==> config.mk <==
export PLATFORM = sky130hd
export DESIGN_NAME = seq_detect_param
export DESIGN_NICKNAME = d
export VERILOG_FILES = /design/src/rtl/seq_detect_pkg.sv /design/src/rtl/seq_match_counter.sv /design/src/rtl/seq_detect_param.sv
export SDC_FILE = /design/constraint.sdc
export NUM_CORES = 1
export LEC_CHECK = 0
export ABC_CLOCK_PERIOD_IN_PS = 1900
export CAP_MARGIN = 5
export CORE_AREA = 2 2 40 42
export DETAILED_ROUTE_END_ITERATION = 16
export DIE_AREA = 0 0 42 44
export GPL_ROUTABILITY_DRIVEN = 0
export PLACE_DENSITY_LB_ADDON = 0.12
export SYNTH_ARGS = -nofsm -noshare
export SYNTH_HDL_FRONTEND = slang
export SYNTH_SLANG_ARGS = --single-unit
==> constraint.sdc <==
create_clock -name clk -period 1.9 [get_ports clk]
set_input_delay 0.38 -clock clk [delete_from_list [all_inputs] [get_ports clk]]
set_output_delay 0.38 -clock clk [all_outputs]
set_load 0.01 [all_outputs]
==> src/rtl/seq_detect_pkg.sv <==
// Shared helpers for serial pattern detectors: prefix-length (KMP) transition
// functions evaluated at elaboration time by each detector instance.
package seq_detect_pkg;

  localparam int SEQ_MAX_N = 16;

  typedef logic [SEQ_MAX_N-1:0] seq_pattern_t;

  // What happened on a clock edge; drives the match pulse and counter.
  typedef enum logic [1:0] {
    SEQ_EV_HOLD,
    SEQ_EV_STEP,
    SEQ_EV_MATCH,
    SEQ_EV_CLEAR
  } seq_event_e;

  function automatic logic seq_bit(input seq_pattern_t pattern, input int idx);
    seq_pattern_t t;
    t = pattern >> idx;
    return t[0];
  endfunction

  // Bit i of the pattern in reception order (i = 0 is the first bit received).
  function automatic logic seq_prefix_bit(input seq_pattern_t pattern, input int n,
                                          input int i);
    return seq_bit(pattern, n - 1 - i);
  endfunction

  // Longest proper prefix of prefix(k) that is also a suffix of prefix(k).
  function automatic int seq_failure(input seq_pattern_t pattern, input int n,
                                     input int k);
    int   best;
    logic ok;
    best = 0;
    for (int j = 1; j < SEQ_MAX_N; j++) begin
      if (j < k) begin
        ok = 1'b1;
        for (int i = 0; i < SEQ_MAX_N; i++) begin
          if (i < j &&
              seq_prefix_bit(pattern, n, i) != seq_prefix_bit(pattern, n, k - j + i))
            ok = 1'b0;
        end
        if (ok) best = j;
      end
    end
    return best;
  endfunction

  // Prefix length after consuming in_bit while holding prefix length k.
  function automatic int seq_next_state(input seq_pattern_t pattern, input int n,
                                        input int k, input logic in_bit,
                                        input bit overlap);
    int   result;
    int   m;
    logic ok;
    logic s;
    result = 0;
    if (in_bit == seq_prefix_bit(pattern, n, k)) begin
      if (k == n - 1) result = overlap ? seq_failure(pattern, n, n) : 0;
      else            result = k + 1;
    end else begin
      // Longest prefix(j), j <= k, that ends the string prefix(k) followed by in_bit.
      for (int j = 1; j < SEQ_MAX_N; j++) begin
        if (j <= k) begin
          ok = 1'b1;
          for (int i = 0; i < SEQ_MAX_N; i++) begin
            if (i < j) begin
              m = k + 1 - j + i;
              s = (m < k) ? seq_prefix_bit(pattern, n, m) : in_bit;
              if (seq_prefix_bit(pattern, n, i) != s) ok = 1'b0;
            end
          end
          if (ok) result = j;
        end
      end
    end
    return result;
  endfunction

endpackage

==> src/rtl/seq_match_counter.sv <==
// Saturating match counter: counts inc pulses, sticks at all-ones, cleared
// synchronously by clear or asynchronously by Reset (active low).
module seq_match_counter
  import seq_detect_pkg::*;
#(
  parameter int CNT_W = 8
) (
  input  logic             clk,
  input  logic             Reset,
  input  logic             clear,
  input  logic             inc,
  output logic [CNT_W-1:0] count
);

  // NOTE: sequential state is written only with non-blocking assignments so every
  // flop samples the pre-edge value of its neighbours, matching the hardware.
  always_ff @(posedge clk or negedge Reset) begin
    if (!Reset) begin
      count <= '0;
    end else if (clear) begin
      count <= '0;
    end else if (inc && count != '1) begin
      count <= count + CNT_W'(1);
    end
  end

endmodule

==> src/rtl/seq_detect_param.sv <==
// Parametrised serial sequence detector: prefix-length state machine with a
// registered Mealy match pulse and a saturating match counter.
module seq_detect_param
  import seq_detect_pkg::*;
#(
  parameter int           N       = 3,
  parameter logic [N-1:0] PATTERN = 3'b101,
  parameter int           OVERLAP = 1,
  parameter int           CNT_W   = 8,
  localparam int          STATE_W = $clog2(N)
) (
  input  logic               clk,
  input  logic               Reset,
  input  logic               clear,
  input  logic               en,
  input  logic               w,
  output logic               z,
  output logic [CNT_W-1:0]   match_count,
  output logic [STATE_W-1:0] state
);

  localparam seq_pattern_t         PAT_EXT = seq_pattern_t'(PATTERN);
  localparam logic [STATE_W-1:0]   LAST_K  = STATE_W'(N - 1);
  localparam bit                   OVL     = (OVERLAP != 0);

  logic [STATE_W-1:0] next_tbl [N][2];
  logic [STATE_W-1:0] state_q;
  logic [STATE_W-1:0] state_d;
  logic               z_q;
  logic               z_d;
  logic               final_bit;
  seq_event_e         ev;

  // NOTE: the transition table is a set of elaboration-time constants, so it is
  // plain wiring: nothing to store, nothing to reset.
  for (genvar k = 0; k < N; k++) begin : g_state
    for (genvar b = 0; b < 2; b++) begin : g_bit
      localparam int NEXT_K = seq_next_state(PAT_EXT, N, k, 1'(b), OVL);
      assign next_tbl[k][b] = STATE_W'(NEXT_K);
    end
  end

  // The only way to complete the pattern is holding N-1 bits and seeing the last one.
  assign final_bit = (state_q == LAST_K) && (w == PATTERN[0]);

  // NOTE: every signal driven here gets a default first, so no path through the
  // block can leave it unassigned and infer a latch.
  always_comb begin
    state_d = state_q;
    ev      = SEQ_EV_HOLD;
    if (clear) begin
      state_d = '0;
      ev      = SEQ_EV_CLEAR;
    end else if (en) begin
      state_d = next_tbl[state_q][w];
      ev      = final_bit ? SEQ_EV_MATCH : SEQ_EV_STEP;
    end
    z_d = (ev == SEQ_EV_MATCH);
  end

  always_ff @(posedge clk or negedge Reset) begin
    if (!Reset) begin
      state_q <= '0;
      z_q     <= 1'b0;
    end else begin
      state_q <= state_d;
      z_q     <= z_d;
    end
  end

  // The counter sees the same decision as z, so both update on the same edge.
  seq_match_counter #(
    .CNT_W (CNT_W)
  ) u_counter (
    .clk   (clk),
    .Reset (Reset),
    .clear (clear),
    .inc   (z_d),
    .count (match_count)
  );

  assign z     = z_q;
  assign state = state_q;

endmodule

==> results.py, run 1 <==
metrics = {
    "floorplanning": {
        "io_pins": 16,
        "die_x_um": 42,
        "die-area_um2": 1850,
        "rows": 14,
        "start_util_pct": 40.7,
        "die_y_um": 44,
        "core_um2": 1420,
    },
    "logic_synthesis": {
        "synth.most_common_cell": "dfrtp_1",
        "ys_ff_latch": 11,
        "synth_edf_count": 0,
        "synth_nets": 64,
        "synth_flop_cell": "dfrtp_1",
        "yosysTopAreaCell": "dfrtp_1",
        "synthArstFlopShare_pct": 100,
        "synthTopCellsByArea": "dfrtp_1 (48%), mux2i_1 (6.9%), nor2_1 (5.8%)",
        "yosysWarningCount": 0,
        "syn_area_um2": 578,
        "synthCells": 58,
        "ys_top_cells_by_count": "dfrtp_1 (11), nor2_1 (9)",
        "synth.avg_cell_area_um2": 9.97,
        "yosysUniqueCellTypes": 23,
        "synthDominantCellAreaShare_pct": 47.6,
        "yosysSeqAreaShare_pct": 47.6,
    },
    "global_route": {
        "first_global_vias": 479,
        "grt_max_degree": 12,
        "grt-ovfl-total": 0,
        "globalRouteTotalUtil_pct": 15.9,
        "grt_pass1_wl_um": 2060,
        "antenna_found_initial": 0,
    },
    "cells_and_area": {
        "drive_gt1_share_pct": 7.69,
        "areaGrowthSynthToFinish_pct": 35.9,
        "nets": 85,
        "postLayoutCellArea_um2": 786,
        "antenna_cells": 0,
    },
    "run": {
        "maxCapViolCount": 0,
    },
    "critical_path": {
        "rrSetupSlack_ns": 0.34,
        "cp-end-kind": "output pin",
        "worst-path-stages": 1,
        "critPathLaunch": "u_counter.count[3]",
        "cp_slowest_cell": "clkdlybuf4s50_1",
        "crit_buf_inv": 1,
        "crit_path_cell_trace": "clkdlybuf4s50_1",
        "path_delay_family": "buffers and inverters",
        "critPathMaxFanout": 8,
        "r2r_end": "u_counter.count[3]",
        "crit_end": "match_count[3]",
        "crit_required_ns": 1.52,
        "slowest_delay_ns": 0.57,
        "ff2ff_path_depth": 5,
        "arrival_ns": 1.30,
        "rr_startpoint": "u_counter.count[0]",
        "startpoint_type": "flip-flop",
        "crit_type": "flip-flop to output pin",
    },
    "drt": {
        "vias": 514,
        "wl_met1_um": 563,
        "wl_um": 1220,
        "wl_met3_um": 76,
        "first_iter_violations": 8,
        "viasPerCell": 5.47,
        "drc": 0,
        "firstDrtPassIters": 4,
        "met2_length_um": 554,
        "ant_nets": 0,
        "top_layer": "met4",
        "drt-wirelength-per-cell_um": 13.0,
    },
    "placed_design": {
        "placed_cell_area_um2": 759,
        "hpwl_um": 890,
        "port_buffers": 15,
    },
    "sta": {
        "worstMarginPinSlew_ns": 0.519,
        "drv_slew": 0,
        "fmax_mhz": 594,
        "setup-tns-final_ns": 0,
        "hold_viol_final": 0,
        "slew_headroom_pct": 65.3,
        "setup_viol": 0,
        "layout_min_cycle_time_ns": 1.68,
        "rsz0062_at_grt": "no",
        "skew_ns": 0.000703,
        "period_share_pct": 88.7,
    },
    "power": {
        "power_frac_seq_pct": 54.8,
        "comb_power_share_pct": 7.6,
        "p_sw_share_pct": 23.2,
        "clkPwrFrac_pct": 37.7,
        "internal_power_uw": 334,
        "power_density_nw_per_um2": 553,
        "vdd_ir_drop_max_v": 0.000354,
        "switchingPower_uw": 101,
        "p_leak_nw": 0.317,
    },
    "worst_hold_path": {
        "worstHoldPathType": "primary input to async pin",
    },
    "cts": {
        "postCtsResizedCells": 0,
        "cts_tree": "yes",
        "clk_latency_ns": 0.27,
        "cts_sinks": 11,
        "ctsLongestPathBuffers": 2,
        "numCtsBuffers": 3,
        "htreeDepth": 1,
        "cts-hold-fix-buffers": 0,
        "root_buffer": "clkbuf_4",
        "clk_pin_slew_ns": 0.07,
        "post-cts-setup-buffer-count": 0,
    },
    "run_status": {
        "status": "complete, no violations",
    },
}
flip-flops by register name (all words and copies together) (netlist names):
name	count
u_counter.count	8
state	2
z	1
power groups by stage:
stage | clock network [mW] | registers, mW | logic [mW]
2_1_floorplan | 0 | 0.243 | 0.00819
3_3_place_gp | 0 | 0.243 | 0.0330
3_5_place_dp | 0 | 0.243 | 0.0332
4_1_cts | 0.168 | 0.238 | 0.0334
5_1_grt | 0.182 | 0.238 | 0.0360
6_report | 0.164 | 0.238 | 0.0328
worst min-delay path by stage:
stage,end,start
2_1_floorplan,state[0],Reset
3_3_place_gp,u_counter.count[1],u_counter.count[1]
3_5_place_dp,u_counter.count[1],u_counter.count[1]
4_1_cts,u_counter.count[3],Reset
5_1_grt,state[1],Reset
6_report,state[1],Reset
stage by stage:
stage	total power, mW	std cells	setup slack [ns]	hold WS, ns	utilization, %
2_1_floorplan	0.251	58	0.401	0.0844	-
3_3_place_gp	0.276	90	0.0641	0.575	53.5
3_5_place_dp	0.276	90	0.0374	0.598	53.5
4_1_cts	0.439	94	0.204	0.464	55.4
5_1_grt	0.457	94	0.150	0.484	55.4
6_report	0.435	94	0.215	0.449	55.4
cells in the final DEF, fill, tap and decap left out, drive strengths merged, types with 2 or more instances in the layout:
cell	instances
o21ai	2
a21oi	3
mux2i	4
clkbuf	4
nand2	4
nor2	9
nor3	4
nand3	4
dfrtp	11
nand4b	2
a211oi	3
buf	2
clkdlybuf4s50	15
layout make-up:
type | instances | area, um^2
Fill cell | 122 | 633
Multi-Input combinational cell | 46 | 299
Sequential cell | 11 | 275
Timing Repair Buffer | 17 | 165
Clock buffer | 4 | 26.3
Tap cell | 16 | 20.0
routing by layer:
layer | track usage [%] | vias to the layer above
met3 | 6.25 | 4
met1 | 18.1 | 236
met4 | 11.6 | 0
li1 | - | 257
met2 | 24.4 | 17
met5 | 0 | -
logic make-up after synthesis:
kind of cell | share of synthesized area [%]
and+or+nand+nor | 30.1
AOI/OAI and AO/OA | 9.52
buffers and inverters | 0.649
muxes | 6.93
xor gates and xnor gates | 3.03
DFF | 47.6
adders and majority gates | 2.16
(Power assumes the default switching activity.)
==> inputs of run 2 (changes only) <==
--- a/config.mk
+++ b/config.mk
@@ -5,11 +5,11 @@
 export SDC_FILE = /design/constraint.sdc
 export NUM_CORES = 1
 export LEC_CHECK = 0
-export ABC_CLOCK_PERIOD_IN_PS = 1900
+export ABC_CLOCK_PERIOD_IN_PS = 2060
 export CAP_MARGIN = 5
-export CORE_AREA = 2 2 40 42
+export CORE_AREA = 2 2 39 41
 export DETAILED_ROUTE_END_ITERATION = 16
-export DIE_AREA = 0 0 42 44
+export DIE_AREA = 0 0 41 43
 export GPL_ROUTABILITY_DRIVEN = 0
 export PLACE_DENSITY_LB_ADDON = 0.12
 export SYNTH_ARGS = -nofsm -noshare
==> constraint.sdc (replaced) <==
create_clock -name clk -period 2.06 [get_ports clk]
set_input_delay 0.412 -clock clk [delete_from_list [all_inputs] [get_ports clk]]
set_output_delay 0.412 -clock clk [all_outputs]
set_load 0.01 [all_outputs]
==> results.py, run 2 (same netlist as run 1, synthesis figures left out) <==
metrics = {
    "run_status": {
        "status": "complete, no violations",
    },
    "global_route": {
        "globalRouteTotalUtil_pct": 17.1,
        "grt_pass1_wl_um": 1970,
        "grt-ovfl-total": 0,
        "antenna_found_initial": 0,
        "first_global_vias": 472,
        "grt_max_degree": 12,
    },
    "critical_path": {
        "path_delay_family": "buffers and inverters",
        "r2r_end": "u_counter.count[3]",
        "crit_required_ns": 1.65,
        "ff2ff_path_depth": 5,
        "cp_slowest_cell": "clkdlybuf4s50_1",
        "rrSetupSlack_ns": 0.51,
        "rr_startpoint": "u_counter.count[0]",
        "crit_buf_inv": 1,
        "arrival_ns": 1.31,
        "crit_type": "flip-flop to output pin",
        "startpoint_type": "flip-flop",
        "critPathMaxFanout": 8,
        "cp-end-kind": "output pin",
        "slowest_delay_ns": 0.58,
        "crit_path_cell_trace": "clkdlybuf4s50_1",
    },
    "placed_design": {
        "port_buffers": 15,
        "hpwl_um": 853,
        "placedCellCount": 89,
    },
    "cells_and_area": {
        "areaGrowthSynthToFinish_pct": 34.6,
        "largest_register_ffs": 8,
        "nFillCells": 126,
        "multi_input_area_um2": 299,
        "nets": 84,
        "mostFrequentLayoutCells": "clkdlybuf4s50_1 (15), dfrtp_1 (11), nor2_1 (9)",
        "max_flop_register": "u_counter.count",
        "ff_latch_area_um2": 275,
        "mostFrequentLayoutCell": "clkdlybuf4s50_1",
        "antenna_cells": 0,
        "drive_gt1_share_pct": 6.49,
        "stdcell_count": 93,
    },
    "cts": {
        "postCtsResizedCells": 0,
        "clk_pin_slew_ns": 0.07,
        "post-cts-setup-buffer-count": 0,
        "cts_tree": "yes",
        "htreeDepth": 1,
        "root_buffer": "clkbuf_4",
        "cts-hold-fix-buffers": 0,
        "ctsLongestPathBuffers": 2,
        "clk_latency_ns": 0.28,
        "cts_sinks": 11,
        "numCtsBuffers": 3,
    },
    "drt": {
        "vias": 519,
        "viasPerCell": 5.58,
        "ant_nets": 0,
        "wl_um": 1160,
        "firstDrtPassIters": 4,
        "drt-wirelength-per-cell_um": 12.5,
        "first_iter_violations": 6,
        "drc": 0,
    },
    "sta": {
        "rsz0062_at_grt": "no",
        "period_share_pct": 83.8,
        "drv_slew": 0,
        "skew_ns": 0.00348,
        "setup_viol": 0,
        "worstMarginPinSlew_ns": 0.503,
        "layout_min_cycle_time_ns": 1.73,
        "slew_headroom_pct": 66.3,
        "setup-tns-final_ns": 0,
        "hold_viol_final": 0,
        "fmax_mhz": 579,
    },
    "worst_hold_path": {
        "worstHoldPathType": "primary input to async pin",
    },
    "run": {
        "maxCapViolCount": 0,
    },
    "power": {
        "vdd_ir_drop_max_v": 0.000359,
        "power_density_nw_per_um2": 512,
        "p_leak_nw": 0.312,
        "power.total_uw": 398,
        "internal_power_uw": 307,
        "clkPwrFrac_pct": 37.7,
        "switchingPower_uw": 91.4,
        "comb_power_share_pct": 7.2,
        "power_frac_seq_pct": 55.2,
        "p_sw_share_pct": 22.9,
    },
    "floorplanning": {
        "die_y_um": 43,
        "rows": 14,
        "io_pins": 16,
        "die_x_um": 41,
        "start_util_pct": 41.8,
        "core_um2": 1380,
        "die-area_um2": 1760,
    },
}
-- run 2: changes by cell type in the layout (fill, tap and decap cells not counted) --
| cell | previous run | this run |
|---|---|---|
| buf_4 | 2 | 1 |
-- run 2: power by group through the flow --
| stage | Clock, mW | Sequential, mW | Combinational, mW |
|---|---|---|---|
| after floorplan | 0 | 0.224 | 0.00755 |
| after global routing | 0.163 | 0.220 | 0.0311 |
| final | 0.150 | 0.220 | 0.0285 |
| after CTS | 0.153 | 0.220 | 0.0290 |
| after detailed placement | 0 | 0.224 | 0.0290 |
| after global placement | 0 | 0.224 | 0.0289 |
-- run 2: cell type report --
cell class	count	share of cell area, %
clock buffer	4	3.38
multi-input combinational	46	38.4
sequential	11	35.4
timing repair buffer	16	20.3
tap	16	2.57
-- run 2: worst max-delay path by stage --
stage                            start            endpoint  cells after the start
floorplan           u_counter.count[0]  u_counter.count[3]                      5
global placement                    en  u_counter.count[3]                      4
detailed placement                  en  u_counter.count[3]                      4
CTS                           state[1]            state[1]                      1
global route                  state[1]            state[1]                      1
finish              u_counter.count[3]      match_count[3]                      1
-- run 2: worst register-to-register path, cell delays in order (launching register included) --
cell and delay [ns]:
dfrtp_1 0.42, ha_1 0.25, nand3_1 0.12, nor2_1 0.06, or4_1 0.47, a21oi_1 0.15
-- run 2: stage by stage --
step	setup WS [ns]	util, %	instance area (um^2)	hold WS [ns]
floorplan	0.561	-	578	0.116
global placement	0.155	54.3	752	0.582
detailed placement	0.0853	54.3	752	0.577
CTS	0.326	56.2	778	0.485
global route	0.261	56.2	778	0.508
finish	0.333	56.2	778	0.468
-- run 2: metal layers --
metal	routed length [um]	global-route usage, %	up-vias
met5	0	0	-
met4	46	14.0	0
met3	82	3.14	5
met2	539	24.7	21
met1	493	20.9	242
li1	-	-	251
==> inputs of run 3 (changes only) <==
--- a/config.mk
+++ b/config.mk
@@ -5,11 +5,11 @@
 export SDC_FILE = /design/constraint.sdc
 export NUM_CORES = 1
 export LEC_CHECK = 0
-export ABC_CLOCK_PERIOD_IN_PS = 2060
+export ABC_CLOCK_PERIOD_IN_PS = 1500
 export CAP_MARGIN = 5
-export CORE_AREA = 2 2 39 41
+export CORE_AREA = 2 2 42 44
 export DETAILED_ROUTE_END_ITERATION = 16
-export DIE_AREA = 0 0 41 43
+export DIE_AREA = 0 0 44 46
 export GPL_ROUTABILITY_DRIVEN = 0
 export PLACE_DENSITY_LB_ADDON = 0.12
 export SYNTH_ARGS = -nofsm -noshare
==> constraint.sdc (replaced) <==
create_clock -name clk -period 1.5 [get_ports clk]
set_input_delay 0.3 -clock clk [delete_from_list [all_inputs] [get_ports clk]]
set_output_delay 0.3 -clock clk [all_outputs]
set_load 0.01 [all_outputs]
==> results.py, run 3 (same netlist as run 1, synthesis figures left out) <==
metrics = {
    "run_status": {
        "status": "complete, no violations",
    },
    "global_route": {
        "grt-ovfl-total": 0,
        "grt_max_degree": 12,
        "grt_pass1_wl_um": 2360,
        "first_global_vias": 545,
        "globalRouteTotalUtil_pct": 16.4,
        "antenna_found_initial": 0,
    },
    "cts": {
        "cts_tree": "yes",
        "ctsLongestPathBuffers": 2,
        "clk_pin_slew_ns": 0.08,
        "cts_sinks": 11,
        "root_buffer": "clkbuf_4",
        "htreeDepth": 1,
        "cts-hold-fix-buffers": 0,
        "numCtsBuffers": 3,
        "clk_latency_ns": 0.28,
    },
    "floorplanning": {
        "rows": 15,
        "io_pins": 16,
        "die_y_um": 46,
        "core_um2": 1610,
        "die-area_um2": 2020,
        "die_x_um": 44,
        "start_util_pct": 35.8,
    },
    "sta": {
        "rsz0062_at_grt": "yes",
        "fmax_mhz": 676,
        "skew_ns": 0.00314,
        "worstMarginPinSlew_ns": 0.362,
        "drv_slew": 0,
        "setup-tns-final_ns": 0,
        "layout_min_cycle_time_ns": 1.48,
        "period_share_pct": 98.7,
        "hold_viol_final": 0,
        "setup_viol": 0,
        "final.setup.worst_slack_ns": 0.0200,
        "slew_headroom_pct": 75.6,
    },
    "placed_design": {
        "placed_cell_area_um2": 843,
        "dp_slack_ns": -0.252,
        "port_buffers": 15,
        "hpwl_um": 1000,
    },
    "run": {
        "maxCapViolCount": 0,
    },
    "critical_path": {
        "rr_startpoint": "state[0]",
        "startpoint_type": "flip-flop",
        "cp-end-kind": "flip-flop",
        "arrival_ns": 1.69,
        "critPathLaunch": "state[0]",
        "critPathMaxFanout": 7,
        "crit_type": "flip-flop to flip-flop",
        "crit_required_ns": 1.71,
    },
    "drt": {
        "viasPerCell": 5.28,
        "wl_um": 1540,
        "firstDrtPassIters": 4,
        "vias": 586,
        "drt-wirelength-per-cell_um": 13.8,
        "first_iter_violations": 11,
        "drc": 0,
        "ant_nets": 0,
    },
    "cells_and_area": {
        "max_flop_register": "u_counter.count",
        "mostFrequentLayoutCells": "buf_4 (18), nor2_1 (9), dfrtp_1 (9)",
        "mostFrequentLayoutCell": "buf_4",
        "nets": 101,
        "antenna_cells": 0,
        "areaGrowthSynthToFinish_pct": 60.0,
        "postLayoutCellArea_um2": 925,
        "largest_register_ffs": 8,
        "drive_gt1_share_pct": 28.7,
    },
    "power": {
        "p_leak_nw": 0.480,
        "vdd_ir_drop_max_v": 0.000422,
        "power_density_nw_per_um2": 616,
    },
    "worst_hold_path": {
        "worstHoldPathType": "primary input to async pin",
    },
}
-- run 3: worst paths after layout --
kind	to	slack [ns]	cells past startpoint
setup / recovery	u_counter.count[3]	0.02	4
hold / removal	state[0]	0.32	2
setup reg to reg	u_counter.count[3]	0.02	4
hold reg to reg	u_counter.count[5]	0.63	2
max in group asynchronous	u_counter.count[7]	1.01	2
min in group clk	u_counter.count[5]	0.63	2
-- run 3: metrics by stage --
stage | std cells | hold WS, ns | total power, mW | util [%]
floorplan | 58 | 0.00441 | 0.318 | -
global placement | 102 | 0.599 | 0.358 | 52.2
detailed placement | 102 | 0.598 | 0.359 | 52.2
CTS | 111 | 0.330 | 0.572 | 55.9
global route | 111 | 0.366 | 0.587 | 57.3
finish | 111 | 0.315 | 0.570 | 57.3
-- run 3: timing repair --
action / 4_1_cts / 5_1_grt
setup buffers: 5 / 0
setup endpoints to repair: 10 / 8
gates resized for setup: 8 / 6
-- run 3: report_power, final --
part | switching [mW] | internal [mW] | total, mW | leakage [nW]
Clock | 0.111 | 0.103 | 0.214 | 0.0150
Sequential | 0.00179 | 0.298 | 0.300 | 0.150
Combinational | 0.0242 | 0.0314 | 0.0556 | 0.315
-- run 3: cell type report --
type                       count  area (um^2)
fill                         146          689
sequential                    11          278
clock buffer                   4         26.3
tap                           17         21.3
timing repair buffer          33          285
multi-input combinational     46          314
-- run 3: critical path, stage by stage, from the launching register on --
cell and delay [ns]:
dfrtp_1 0.38, buf_4 0.14, nand4b_4 0.21, or4_1 0.53, a21oi_1 0.15
-- run 3: metal layers --
layer / vias up / GRT usage [%] / wire length, um / part of all wire (%)
met4: 0 / 10.9 / 24 / 1.6
met2: 16 / 24.7 / 754 / 49
met5: - / 0 / 0 / 0
met3: 2 / 2.78 / 86 / 5.6
met1: 281 / 21.5 / 673 / 44
li1: 287 / - / - / -
==> RTL change, RTL diff (settings of run 3) <==
Put a register stage on the output `match_count`, without a reset. The value now appears one clock later. The other outputs are not delayed to match.
--- a/src/rtl/seq_detect_param.sv
+++ b/src/rtl/seq_detect_param.sv
@@ -22,6 +22,8 @@
   localparam seq_pattern_t         PAT_EXT = seq_pattern_t'(PATTERN);
   localparam logic [STATE_W-1:0]   LAST_K  = STATE_W'(N - 1);
   localparam bit                   OVL     = (OVERLAP != 0);
+
+  logic [CNT_W-1:0] match_count_d;
 
   logic [STATE_W-1:0] next_tbl [N][2];
   logic [STATE_W-1:0] state_q;
@@ -76,11 +78,15 @@
     .Reset (Reset),
     .clear (clear),
     .inc   (z_d),
-    .count (match_count)
+    .count (match_count_d)
   );
 
   assign z     = z_q;
   assign state = state_q;
 
+  always_ff @(posedge clk) begin
+    match_count <= match_count_d;
+  end
+
 endmodule
 
Behaviour: not the same (a bounded check fails within 4 cycles, from zero or initial values and one cycle with Reset low).
==> RTL change against run 3 <==
- the flow now finishes with violations (negative setup slack)
- largest power group unchanged
- combinational power is 7.4% higher
- count of clock-buffer cells in the layout is 1 lower
- setup slack worse by 0.15 ns
- critical endpoint is now u_counter.count[1]
- largest cell class is now flip-flops and latches
- cell area is 25% higher
- wire length is 2.0% lower
- highest routed layer unchanged
- cell count is 9.0% higher
- sequential cell count is 8 higher
- total power is 46% higher
- synthesized area is 32% higher
==> RTL change: results (changes against run 3) <==
* Status: complete, but fails checks
* Failing checks: negative setup slack
* Crit-path leading delay family: flip-flops
* Nets at 111 (+9.9%)
* Worst-skew pair later-pin latency at 0.30 ns (+0.02 ns)
* Pre-CTS WS at -0.368 ns (-0.115 ns)
* Post-synth top cells: dfrtp_1 (11), dfxtp_1 (8), nand2_1 (6), nand2b_1 (4)
* Mux contribution to synthesized area at 0.0541 (-0.0152)
* Crit-path max cell delay at 0.40 ns (-0.13 ns)
* Layout cells sized above 1 at 0.346 (+0.0589)
* Wire per inst at 12.4 µm (-10%)
* First-pass GRT wire length at 2330 µm (-1.4%)
* Worst clock skew at 0.000663 ns (-0.00248 ns)
* Final WS setup at -0.133 ns (-0.153 ns)
* Fillcell total at 129 (-12%)
* Xor and xnor area share after synthesis at 0.0115 (-0.0188)
* Max-slew headroom at 0.649 (-0.107)
* Leak Pwr at 0.000548 µW (+14%)
* Crit path from: u_counter.count[1]
* CP max FO at 3 (-4)
* Synth Area in Adders at 0.0164 (-0.00525)
* Initial drt markers at 3 (-8)
* Vias/cell at 5.21 (-1.4%)
* Reg clk slew, reported paths at 0.11 ns (+0.03 ns)
* Worst vdd ir at 0.549 mV (+30%)
* DP Cell Count at 115 (+13%)
* Post-synth ARST share at 0.579 (-0.421)
* Pint at 641 µW (+48%)
* TNS Setup at -0.396 ns (-0.396 ns)
* Post-DP HPWL at 1100 µm (+10%)
* Final setup vio count at 4 (+4)
* Synth Area in Compound Gates at 0.133 (+0.0375)
* Vias at 630 (+7.5%)
* All-Layer GR Usage at 0.165 (+0.00152)
* Syn_nets at 69 (+7.8%)
* Register area share after synthesis at 0.570 (+0.0943)
* Mapped Cells at 63 (+8.6%)
* Synth top area cells: dfrtp_1 (36%), dfxtp_1 (21%), mux2i_1 (3.9%)
* Worst Path Arrival at 1.83 ns (+0.14 ns)
RTL change: changes by cell type in the layout (fill, tap and decap cells not counted), sizes merged, moves of 3 or more:
cell,delta
a311oi,+3
nor3,-3
buf,+6
clkdlybuf4s50,+5
a211oi,-3
nor2,-6
dlygate4sd2,-4
nand2b,+3
dfxtp,+8
RTL change: cell families after synthesis:
group,Yosys count
xor+xnor,1
mux,4
compound gates,11
buf+inv,3
simple gates,24
flops,19
fa+ha+maj,1
RTL change: cell type report:
class                   instances  area (µm²)  share of cell area
repair buffers                 39         333               0.289
clock inverters                 1        5.00             0.00434
well taps                      17        21.3              0.0184
multi-input cells              41         333               0.289
flip-flops and latches         19         435               0.377
inverters                       1        3.75             0.00325
clock buffers                   3        22.5              0.0195
RTL change: metrics by stage:
step / instance area [µm²] / hold WS [ns] / utilization
global placement: 1090 / 0.457 / 0.674
detailed placement: 1090 / 0.465 / 0.674
finish: 1150 / 0.335 / 0.715
global route: 1150 / 0.366 / 0.715
CTS: 1120 / 0.353 / 0.694
floorplan: 766 / 0.00441 / -
RTL change: what timing repair did:
action / 4_1_cts / 5_1_grt
endpoints found under the setup margin: 8 / 7
pin swaps: 1 / 3
buffers inserted: 0 / 2
hold buffers: 0 / 0
resized for setup: 4 / 5
RTL change: routing by layer:
metal | vias to the layer above | track usage | part of all wire
met4 | 0 | 0.109 | 0.017
met2 | 14 | 0.285 | 0.50
li1 | 313 | - | -
met1 | 299 | 0.180 | 0.44
met5 | - | 0 | 0
met3 | 4 | 0.0397 | 0.041
RTL change: power by group through the flow:
stage / registers (µW) / logic [µW] / clock network (µW)
finish: 512 / 59.7 / 259
detailed placement: 522 / 57.2 / 0
floorplan: 524 / 13.7 / 0
CTS: 512 / 56.8 / 275
global route: 513 / 64.5 / 282
global placement: 522 / 56.7 / 0
